--- src/rtl/ctrl_pkg.sv ---
// rtl/ctrl_pkg.sv - opcode, state, sel bit-map and ALUop constants for the multicycle control unit
package ctrl_pkg;

    localparam logic [4:0] OP_AR = 5'b00010;
    localparam logic [4:0] OP_I  = 5'b00001;
    localparam logic [4:0] OP_T  = 5'b01011;
    localparam logic [4:0] OP_J  = 5'b00011;
    localparam logic [4:0] OP_M  = 5'b00100;
    localparam logic [4:0] OP_L  = 5'b00000;
    localparam logic [4:0] OP_L2 = 5'b01100;
    localparam logic [4:0] OP_Q  = 5'b01000;
    localparam logic [4:0] OP_P  = 5'b00111;

    typedef enum logic [2:0] {
        S_IDLE,
        S_DECODE,
        S_EXEC,
        S_MEM,
        S_WB
    } state_e;

    typedef enum logic [2:0] {
        K_ILLEGAL,
        K_ALU,
        K_BRANCH,
        K_LOAD,
        K_STORE,
        K_PCONLY
    } instrKind_e;

    localparam int SEL_W = 7;

    // Loads and stores are mutually exclusive, so the memory-data and
    // write-data-A selects share the top bit of the bundle.
    localparam int muxWriteReg           = 0;
    localparam int muxWriteData          = 1;
    localparam int C_reg2_aluB_mux       = 2;
    localparam int C_offset              = 3;
    localparam int C_L_mux               = 4;
    localparam int C_sub_mAluInputB_L    = 5;
    localparam int C_mDataMemVsAluOutput = 6;
    localparam int C_mWwriteDataA        = 6;

    localparam logic [3:0] ALU_ADD  = 4'h0;
    localparam logic [3:0] ALU_PASS = 4'h1;
    localparam logic [3:0] ALU_SUB  = 4'h2;

    function automatic logic [SEL_W-1:0] selBit(input int idx);
        return SEL_W'(1) << idx;
    endfunction

endpackage

--- src/rtl/ctrl_decode.sv ---
// rtl/ctrl_decode.sv - combinational opcode-to-control decode (instruction class, ALUop, sel bundle)
module ctrl_decode
    import ctrl_pkg::*;
#(
    parameter int OPW    = 5,
    parameter int ALUOPW = 4
) (
    input  logic [OPW-1:0]    opcode,
    output instrKind_e        kind,
    output logic [ALUOPW-1:0] aluOp,
    output logic [SEL_W-1:0]  selBundle
);

    logic [4:0] baseOp;
    logic       upperSet;

    assign baseOp = opcode[4:0];

    generate
        if (OPW > 5) begin : gUpper
            assign upperSet = |opcode[OPW-1:5];
        end else begin : gNoUpper
            assign upperSet = 1'b0;
        end
    endgenerate

    always_comb begin
        kind      = K_ILLEGAL;
        aluOp     = '0;
        selBundle = '0;
        if (!upperSet) begin
            case (baseOp)
                OP_AR: begin
                    kind      = K_ALU;
                    aluOp     = '1;
                    selBundle = selBit(muxWriteReg) | selBit(C_reg2_aluB_mux);
                end
                OP_I: begin
                    kind      = K_ALU;
                    aluOp     = '1;
                    selBundle = selBit(C_sub_mAluInputB_L);
                end
                OP_T: begin
                    kind      = K_ALU;
                    aluOp     = '1;
                    selBundle = selBit(muxWriteReg) | selBit(C_sub_mAluInputB_L);
                end
                OP_Q: begin
                    kind      = K_ALU;
                    aluOp     = ALUOPW'(ALU_PASS);
                    selBundle = selBit(muxWriteData);
                end
                OP_J: begin
                    kind      = K_BRANCH;
                    aluOp     = ALUOPW'(ALU_SUB);
                    selBundle = selBit(C_reg2_aluB_mux);
                end
                OP_M: begin
                    kind      = K_BRANCH;
                    aluOp     = ALUOPW'(ALU_SUB);
                    selBundle = selBit(C_reg2_aluB_mux) | selBit(C_offset);
                end
                OP_L: begin
                    kind      = K_LOAD;
                    aluOp     = ALUOPW'(ALU_ADD);
                    selBundle = selBit(C_L_mux) | selBit(C_sub_mAluInputB_L)
                              | selBit(C_mDataMemVsAluOutput);
                end
                OP_L2: begin
                    kind      = K_STORE;
                    aluOp     = ALUOPW'(ALU_ADD);
                    selBundle = selBit(C_sub_mAluInputB_L) | selBit(C_mWwriteDataA);
                end
                OP_P: begin
                    kind = K_PCONLY;
                end
                default: begin
                    kind = K_ILLEGAL;
                end
            endcase
        end
    end

endmodule

--- src/rtl/multicycle_control_unit.sv ---
// rtl/multicycle_control_unit.sv - IDLE/DECODE/EXEC/MEM/WB control FSM with registered outputs
// Optional MEM wait timeout enabled by CTRL_MEM_TIMEOUT_EN.
module multicycle_control_unit
    import ctrl_pkg::*;
#(
    parameter int OPW     = 5,
    parameter int ALUOPW  = 4,
    parameter int TIMEOUT = 15
) (
    input  logic              CLK,
    input  logic              RST,
    input  logic              instr_valid,
    output logic              instr_ready,
    input  logic [OPW-1:0]    opcode,
    input  logic              branchIdea,
    input  logic              mem_ack,
    output logic [ALUOPW-1:0] ALUop,
    output logic              regWrite,
    output logic [6:0]        sel,
    output logic              pcSrc,
    output logic              C_read_dm,
    output logic              C_write_dm,
    output logic              pc_en,
    output logic              illegal,
    output logic              mem_timeout
);

    generate
        if (OPW < 5) begin : gBadOpw
            $error("OPW must be at least 5");
        end
        if (TIMEOUT < 1 || TIMEOUT > 255) begin : gBadTimeout
            $error("TIMEOUT must be in 1..255");
        end
    endgenerate

    state_e            state;
    instrKind_e        kindQ;
    logic              branchQ;
    instrKind_e        decKind;
    logic [ALUOPW-1:0] decAluOp;
    logic [SEL_W-1:0]  decSel;

`ifdef CTRL_MEM_TIMEOUT_EN
    logic [7:0] waitCnt;
`else
    assign mem_timeout = 1'b0;
`endif

    // Decode runs on the live opcode so DECODE-cycle pulses can be registered at accept.
    ctrl_decode #(
        .OPW    (OPW),
        .ALUOPW (ALUOPW)
    ) uDecode (
        .opcode    (opcode),
        .kind      (decKind),
        .aluOp     (decAluOp),
        .selBundle (decSel)
    );

    always_ff @(posedge CLK or posedge RST) begin
        if (RST) begin
            state       <= S_IDLE;
            kindQ       <= K_ILLEGAL;
            branchQ     <= 1'b0;
            instr_ready <= 1'b1;
            ALUop       <= '0;
            sel         <= '0;
            regWrite    <= 1'b0;
            pcSrc       <= 1'b0;
            C_read_dm   <= 1'b0;
            C_write_dm  <= 1'b0;
            pc_en       <= 1'b0;
            illegal     <= 1'b0;
`ifdef CTRL_MEM_TIMEOUT_EN
            waitCnt     <= '0;
            mem_timeout <= 1'b0;
`endif
        end else begin
            regWrite <= 1'b0;
            pcSrc    <= 1'b0;
            pc_en    <= 1'b0;
            illegal  <= 1'b0;
`ifdef CTRL_MEM_TIMEOUT_EN
            mem_timeout <= 1'b0;
`endif
            case (state)
                S_IDLE: begin
                    if (instr_valid) begin
                        state       <= S_DECODE;
                        instr_ready <= 1'b0;
                        kindQ       <= decKind;
                        branchQ     <= branchIdea;
                        ALUop       <= decAluOp;
                        sel         <= decSel;
                        illegal     <= (decKind == K_ILLEGAL);
                        pc_en       <= (decKind == K_PCONLY);
                    end
                end
                S_DECODE: begin
                    if (kindQ == K_ILLEGAL || kindQ == K_PCONLY) begin
                        state       <= S_IDLE;
                        instr_ready <= 1'b1;
                        ALUop       <= '0;
                        sel         <= '0;
                    end else begin
                        state <= S_EXEC;
                        if (kindQ == K_ALU) begin
                            regWrite <= 1'b1;
                            pc_en    <= 1'b1;
                        end else if (kindQ == K_BRANCH) begin
                            pcSrc <= branchQ;
                            pc_en <= 1'b1;
                        end
                    end
                end
                S_EXEC: begin
                    if (kindQ == K_LOAD || kindQ == K_STORE) begin
                        state      <= S_MEM;
                        C_read_dm  <= (kindQ == K_LOAD);
                        C_write_dm <= (kindQ == K_STORE);
`ifdef CTRL_MEM_TIMEOUT_EN
                        waitCnt    <= '0;
`endif
                    end else begin
                        state       <= S_IDLE;
                        instr_ready <= 1'b1;
                        ALUop       <= '0;
                        sel         <= '0;
                    end
                end
                S_MEM: begin
                    if (mem_ack) begin
                        C_read_dm  <= 1'b0;
                        C_write_dm <= 1'b0;
                        pc_en      <= 1'b1;
                        if (kindQ == K_LOAD) begin
                            state    <= S_WB;
                            regWrite <= 1'b1;
                        end else begin
                            state       <= S_IDLE;
                            instr_ready <= 1'b1;
                            ALUop       <= '0;
                            sel         <= '0;
                        end
                    end
`ifdef CTRL_MEM_TIMEOUT_EN
                    else if (waitCnt == 8'(TIMEOUT - 1)) begin
                        C_read_dm   <= 1'b0;
                        C_write_dm  <= 1'b0;
                        mem_timeout <= 1'b1;
                        state       <= S_IDLE;
                        instr_ready <= 1'b1;
                        ALUop       <= '0;
                        sel         <= '0;
                    end else begin
                        waitCnt <= waitCnt + 8'd1;
                    end
`endif
                end
                S_WB: begin
                    state       <= S_IDLE;
                    instr_ready <= 1'b1;
                    ALUop       <= '0;
                    sel         <= '0;
                end
                default: begin
                    state       <= S_IDLE;
                    instr_ready <= 1'b1;
                    C_read_dm   <= 1'b0;
                    C_write_dm  <= 1'b0;
                    ALUop       <= '0;
                    sel         <= '0;
                end
            endcase
        end
    end

endmodule
--- config.mk ---
export PLATFORM = sky130hd
export DESIGN_NAME = multicycle_control_unit
export DESIGN_NICKNAME = d
export VERILOG_FILES = /design/src/rtl/ctrl_pkg.sv /design/src/rtl/ctrl_decode.sv /design/src/rtl/multicycle_control_unit.sv
export SDC_FILE = /design/constraint.sdc
export NUM_CORES = 1
export LEC_CHECK = 0
export BUFFER_PORTS_ARGS = -buffer_cell sky130_fd_sc_hd__buf_2
export CAP_MARGIN = 0
export CORE_ASPECT_RATIO = 0.8
export CORE_MARGIN = 2
export CORE_UTILIZATION = 53
export CTS_BUF_LIST = sky130_fd_sc_hd__clkbuf_8 sky130_fd_sc_hd__clkbuf_16
export DETAILED_ROUTE_END_ITERATION = 12
export PLACE_DENSITY = 0.86
export SYNTH_ARGS = -nofsm -noshare
export SYNTH_HDL_FRONTEND = slang
export SYNTH_SLANG_ARGS = --single-unit
--- constraint.sdc ---
create_clock -name CLK -period 1.82 [get_ports CLK]
set_input_delay 0.273 -clock CLK [delete_from_list [all_inputs] [get_ports CLK]]
set_output_delay 0.273 -clock CLK [all_outputs]
set_load 0.01 [all_outputs]
### After elaboration in Yosys (flattened, before gate mapping)

Cells that the tools add are included.

* register bits after elaboration: 25
* bits of input ports: 10
* output and inout bits: 19
* logic and storage cells: 100

* equal/unequal tests: 24
* multiplexer cells: 49
* bitwise operators: 1
* reductions and logical operators: 14

Operators with widths (count)
* 7-bit case mux with 8 select lines: 1
* 7-bit two-way mux: 5
* 7-bit case mux with 4 select lines: 1
* 1-bit two-way mux: 23
* 4-bit two-way mux: 5
* 4-bit case mux with 4 select lines: 1
* 5-bit by 4-bit equality test with 1-bit output (second input constant): 3
* 3-bit case mux with 5 select lines: 1
* 3-bit by 2-bit equality test with 1-bit output (second input constant): 4
* 3-bit equality test (second input constant): 4
* 2-bit inequality test (second input constant): 6
* 3-bit case mux with 4 select lines: 1
* 4-bit case mux with 3 select lines: 1
* 5-bit by 2-bit equality test with 1-bit output (second input constant): 2
* 5-bit by 3-bit equality test with 1-bit output (second input constant): 2
* 3-bit logical NOT: 3
* 3-bit two-way mux: 3
* 1-bit case mux with 3 select lines: 3
* 3-bit by 1-bit equality test with 1-bit output (second input constant): 2
* 3-bit OR reduction: 2
* 5-bit by 1-bit equality test with 1-bit output (second input constant): 1
* 5-bit logical NOT: 1
* 5-bit AND reduction: 1
* 2-bit two-way mux: 2
* 8 further kinds: 10

### Longest topological paths before layout

* depth in word-level cells: 6
* mapped depth: 6
* gate-level depth less buffers: 4

### Cells and area by module

A second synthesis with hierarchy kept.

* cell total of the unflattened synthesis: 170
* area total of the unflattened synthesis: 1590.3 µm²

By module, submodules not included
* multicycle_control_unit: instances 1, cells each 126, area an instance 1287.5 µm², seq. area each 626.9 µm²
* ctrl_decode: instances 1, cells each 44, area an instance 302.8 µm², seq. area each 0.0 µm²

### Least setup slack after synthesis

Ideal clock, no wire load.

* path type: reg2reg
* start point: register state[2]
* end point: register sel[0]
* setup time: 0.064 ns
* data arrival time: 1.573 ns
* required time: 1.756 ns
* path slack: 0.183 ns
* cell stages (with the launch flop): 7
* buffers on the path: 2
* clock period less this slack: 1.637 ns
* cells stage by stage: dfrtp_1 buf_6 or4b_4 buf_6 nand2b_4 nor4b_2 a21o_1

* word-level cells in the longest chain between the ends: 3
* elaborated cells between the ends (all ways): 11
* those cells by class: 8 x eq/ne; 1 x mux; 2 x reduce/logical

RTL lines
* from (decl): line multicycle_control_unit.sv:37 `state_e state;`
* from (signal assigned): line multicycle_control_unit.sv:63 `state <= S_IDLE;`
* from (signal assigned): line multicycle_control_unit.sv:90 `state <= S_DECODE;`
* from (signal assigned): line multicycle_control_unit.sv:102 `state <= S_IDLE;`
* 3-bit by 2-bit equality test with 1-bit output (tied with other cells): line multicycle_control_unit.sv:87 `case (state)`
* 2-bit inequality test (no source line)
* 5-bit AND reduction (no source line)
* to (signal assigned): line multicycle_control_unit.sv:95 `sel <= decSel;`
* to (decl): line multicycle_control_unit.sv:19 `output logic [6:0] sel,`

Several ways; a longest one is shown, not always the timed one.
A chain may end at the register's enable or synchronous reset.

### Worst setup path after layout

* start point: register state[0]
* end point: register sel[3]

The elaborated chain is that of the path after synthesis.

==> run summary <==
Synth Area in Compound Gates: 21.9%
Netlist cell types: 49
Number of diodes: 0
CTS Buffer Depth: 2
Post-synthesis mux area share: 1.57%
DR iter-0 viols: 57
Post-Synth Adder-Cell Area: 0.739%
Worst-margin pin slew: 0.546 ns
GRT overflow: 0
Met2 WL: 1310 microns
Logic pwr share: 37.3%
RSZ-0062 raised after global routing: no
Vias in the first global route: 1,052
Mapped Area: 0.00136 sq mm
Drt pass-1 iters: 4
Setup Crit Path Kind: reg2reg
Main combinational cell family by area after synthesis: compound AO/OA/AOI/OAI gates
Postcts setup bufs: 0
Sw frac: 34.6%
Met1 wire length: 1380 microns
I/O Pins: 29
Die area: 0.00298 sq mm
Sequential element share of the synthesized area: 44.4%
CTS tree: yes
Synth top area share: 42.5%
Leading cell type by number of instances after synthesis: dfrtp_1
Wirelength per Cell: 14.3 microns
PD cells: 1270 mW/mm^2
Clock Latency Late Sink: 0.26 ns
# DRC: 0
Most used DFF post-synth: dfrtp_1
Worst slack, placed: 0.134 ns
Initial antenna violation count: 0
Highest routed layer: met3
Via Count: 1,107
Req. time, crit path: 2.03 ns
Met3 wire length: 127 microns
Die H: 49.2 microns
H-tree levels: 1
Placer Congestion: 0.872
Cell taking the most area after synthesis: dfrtp_1
Yosys warnings: 0
CP arrival: 1.91 ns
Sequential Power Share: 39.7%
Synth Register Bits: 24
Synth Area in Simple Gates: 19.5%
Drt total wl: 2810 microns
Setup TNS: 0 ns
Synth area leaders: dfrtp_1 (42%), a22o_1 (3.9%), a21oi_1 (3.0%)
Commonest cells in the netlist: dfrtp_1 (23), inv_1 (9), nor2_1 (9), a21oi_1 (8)
Worst VDD drop: 1000 uV
Xor/xnor share of the synthesized area: 3.23%
Final Cycle Share: 93.8%
Clock share of power: 23.0%
Worst min path class: in2async
Fraction of registers with async set or reset after synthesis: 100%
Cells after synthesis: 138
Largest net degree at the start of global routing: 16
Status: completed
Antenna Violating Nets Remaining: 0
Post-CTS resize count: 0
# hold bufs at CTS: 0
Slew HR: 63.6%
CP Capture Type: register
Vias per cell: 5.62
Input/output buffers: 27
Final count of hold timing violations: 0
TritonCTS Buffers: 3
Cell leakage power: 0.792 nW
Final Max Tran Viols: 0
TritonCTS Sinks: 24
Non-Filler Instances: 197
Post-synth net total: 148
Share of cells above drive strength 1: 31.7%
Global-route wire length before repair: 5080 microns
Fillers: 208
EDFF count, synth: 0
Max FO, Critical Path: 12
Avg Cell Area, Syn: 9.82 sq um
Area grow syn2layout: 16.3%
Clock Tree Root: clkbuf_8
Post-DP HPWL: 2110 microns
# setup viols final: 0
Std cell rows: 16
Initial Utilization: 55.5%
Register clock-pin slew on the reported worst setup and hold paths: 0.08 ns
GRT Resource Usage Total: 22.5%
Hold slack: 0.0355 ns
Psw: 0.691 mW
Number of placed instances with taps included: 193
Fmax: 0.586 GHz
Nets: 172
Final Critical Period: 1.71 ns
Fin Clk Skew: 0.00387 ns
Core Region: 0.00244 sq mm
CP startpoint kind: register
Internal Power: 1.30 mW
Die X: 60.5 microns
Max cap viols: 0
Final WS setup: 0.113 ns
## metrics by stage
step           total power [mW]  utilization [%]  area, sq um
6_report                   2.00             64.5         1580
5_1_grt                    2.15             64.5         1580
4_1_cts                    1.98             64.0         1560
3_5_place_dp               1.51             61.1         1490
3_3_place_gp               1.48             61.1         1490
2_1_floorplan              1.31                -         1360
## layout by cell type, fill, tap and decap left out, types with 4 or more instances in the layout
cell type / synthesis / layout
nand2_1: 5 / 5
buf_4: 3 / 5
nor2_1: 9 / 9
a22o_1: 6 / 6
xor2_1: 4 / 4
o21ai_0: 4 / 4
a21oi_1: 8 / 8
nor2b_1: 6 / 6
nor3_1: 4 / 4
dfrtp_1: 23 / 23
buf_2: 4 / 27
inv_1: 9 / 9
## cell families (layout without fill, tap and decap cells)
kind of cell,Yosys count,count (layout)
XOR/XNOR,5,5
AO/OA/AOI/OAI,41,41
buffers and inverters,22,45
flip-flops,24,24
multiplexers,2,2
AND/OR/NAND/NOR,42,42
adder cells (fa/ha/maj),1,1
other,1,1
## power groups by stage
stage	clock [mW]	combinational, mW	sequential (mW)
2_1_floorplan	0	0.539	0.767
3_3_place_gp	0	0.695	0.783
3_5_place_dp	0	0.713	0.799
4_1_cts	0.471	0.719	0.789
5_1_grt	0.502	0.835	0.816
6_report	0.459	0.744	0.792
## layout make-up
type	count	area, sq um	share of cell area (%)
flip-flops and latches	24	602	38.2
clock buffers	3	41.3	2.62
multi-input cells	92	652	41.3
clock inverters	1	30.0	1.90
repair buffers	32	173	11.0
well taps	36	45.0	2.86
inverters	9	33.8	2.14
## worst max-delay path, stage by stage, from the launching register on
cell and delay (ns):
dfrtp_1 0.50, or4b_4 0.61, nand2b_4 0.19, nor3_1 0.23, a21o_1 0.12
## per-layer routing
metal	GRT usage (%)	up-vias
met3	6.10	0
met1	35.1	541
li1	-	539
met5	0	-
met4	3.26	0
met2	31.7	27
## worst paths after layout
path,endpoint,startpoint,slack [ns],depth (start not counted)
worst min register to register,sel[0]$_DFFE_PP0P_,sel[0]$_DFFE_PP0P_,0.48,1
min in group CLK,branchQ$_DFFE_PP0P_,branchIdea,0.24,2
worst min-delay path,illegal$_DFF_PP0_,RST,0.04,2
max in group asynchronous,ALUop[1]$_DFFE_PP0P_,RST,1.23,3
worst max-delay path,sel[3]$_DFFE_PP0P_,state[0]$_DFFE_PP0P_,0.11,4
worst max register to register,sel[3]$_DFFE_PP0P_,state[0]$_DFFE_PP0P_,0.11,4
## registers in the layout, indices dropped and copies added, names as in the netlist
| register | cells |
|---|---|
| regWrite | 1 |
| state | 3 |
| C_write_dm | 1 |
| pcSrc | 1 |
| branchQ | 1 |
| sel | 7 |
| illegal | 1 |
| C_read_dm | 1 |
| pc_en | 1 |
| ALUop | 3 |
| kindQ | 3 |
| instr_ready | 1 |
No activity file was read; power rests on OpenSTA's default activity.
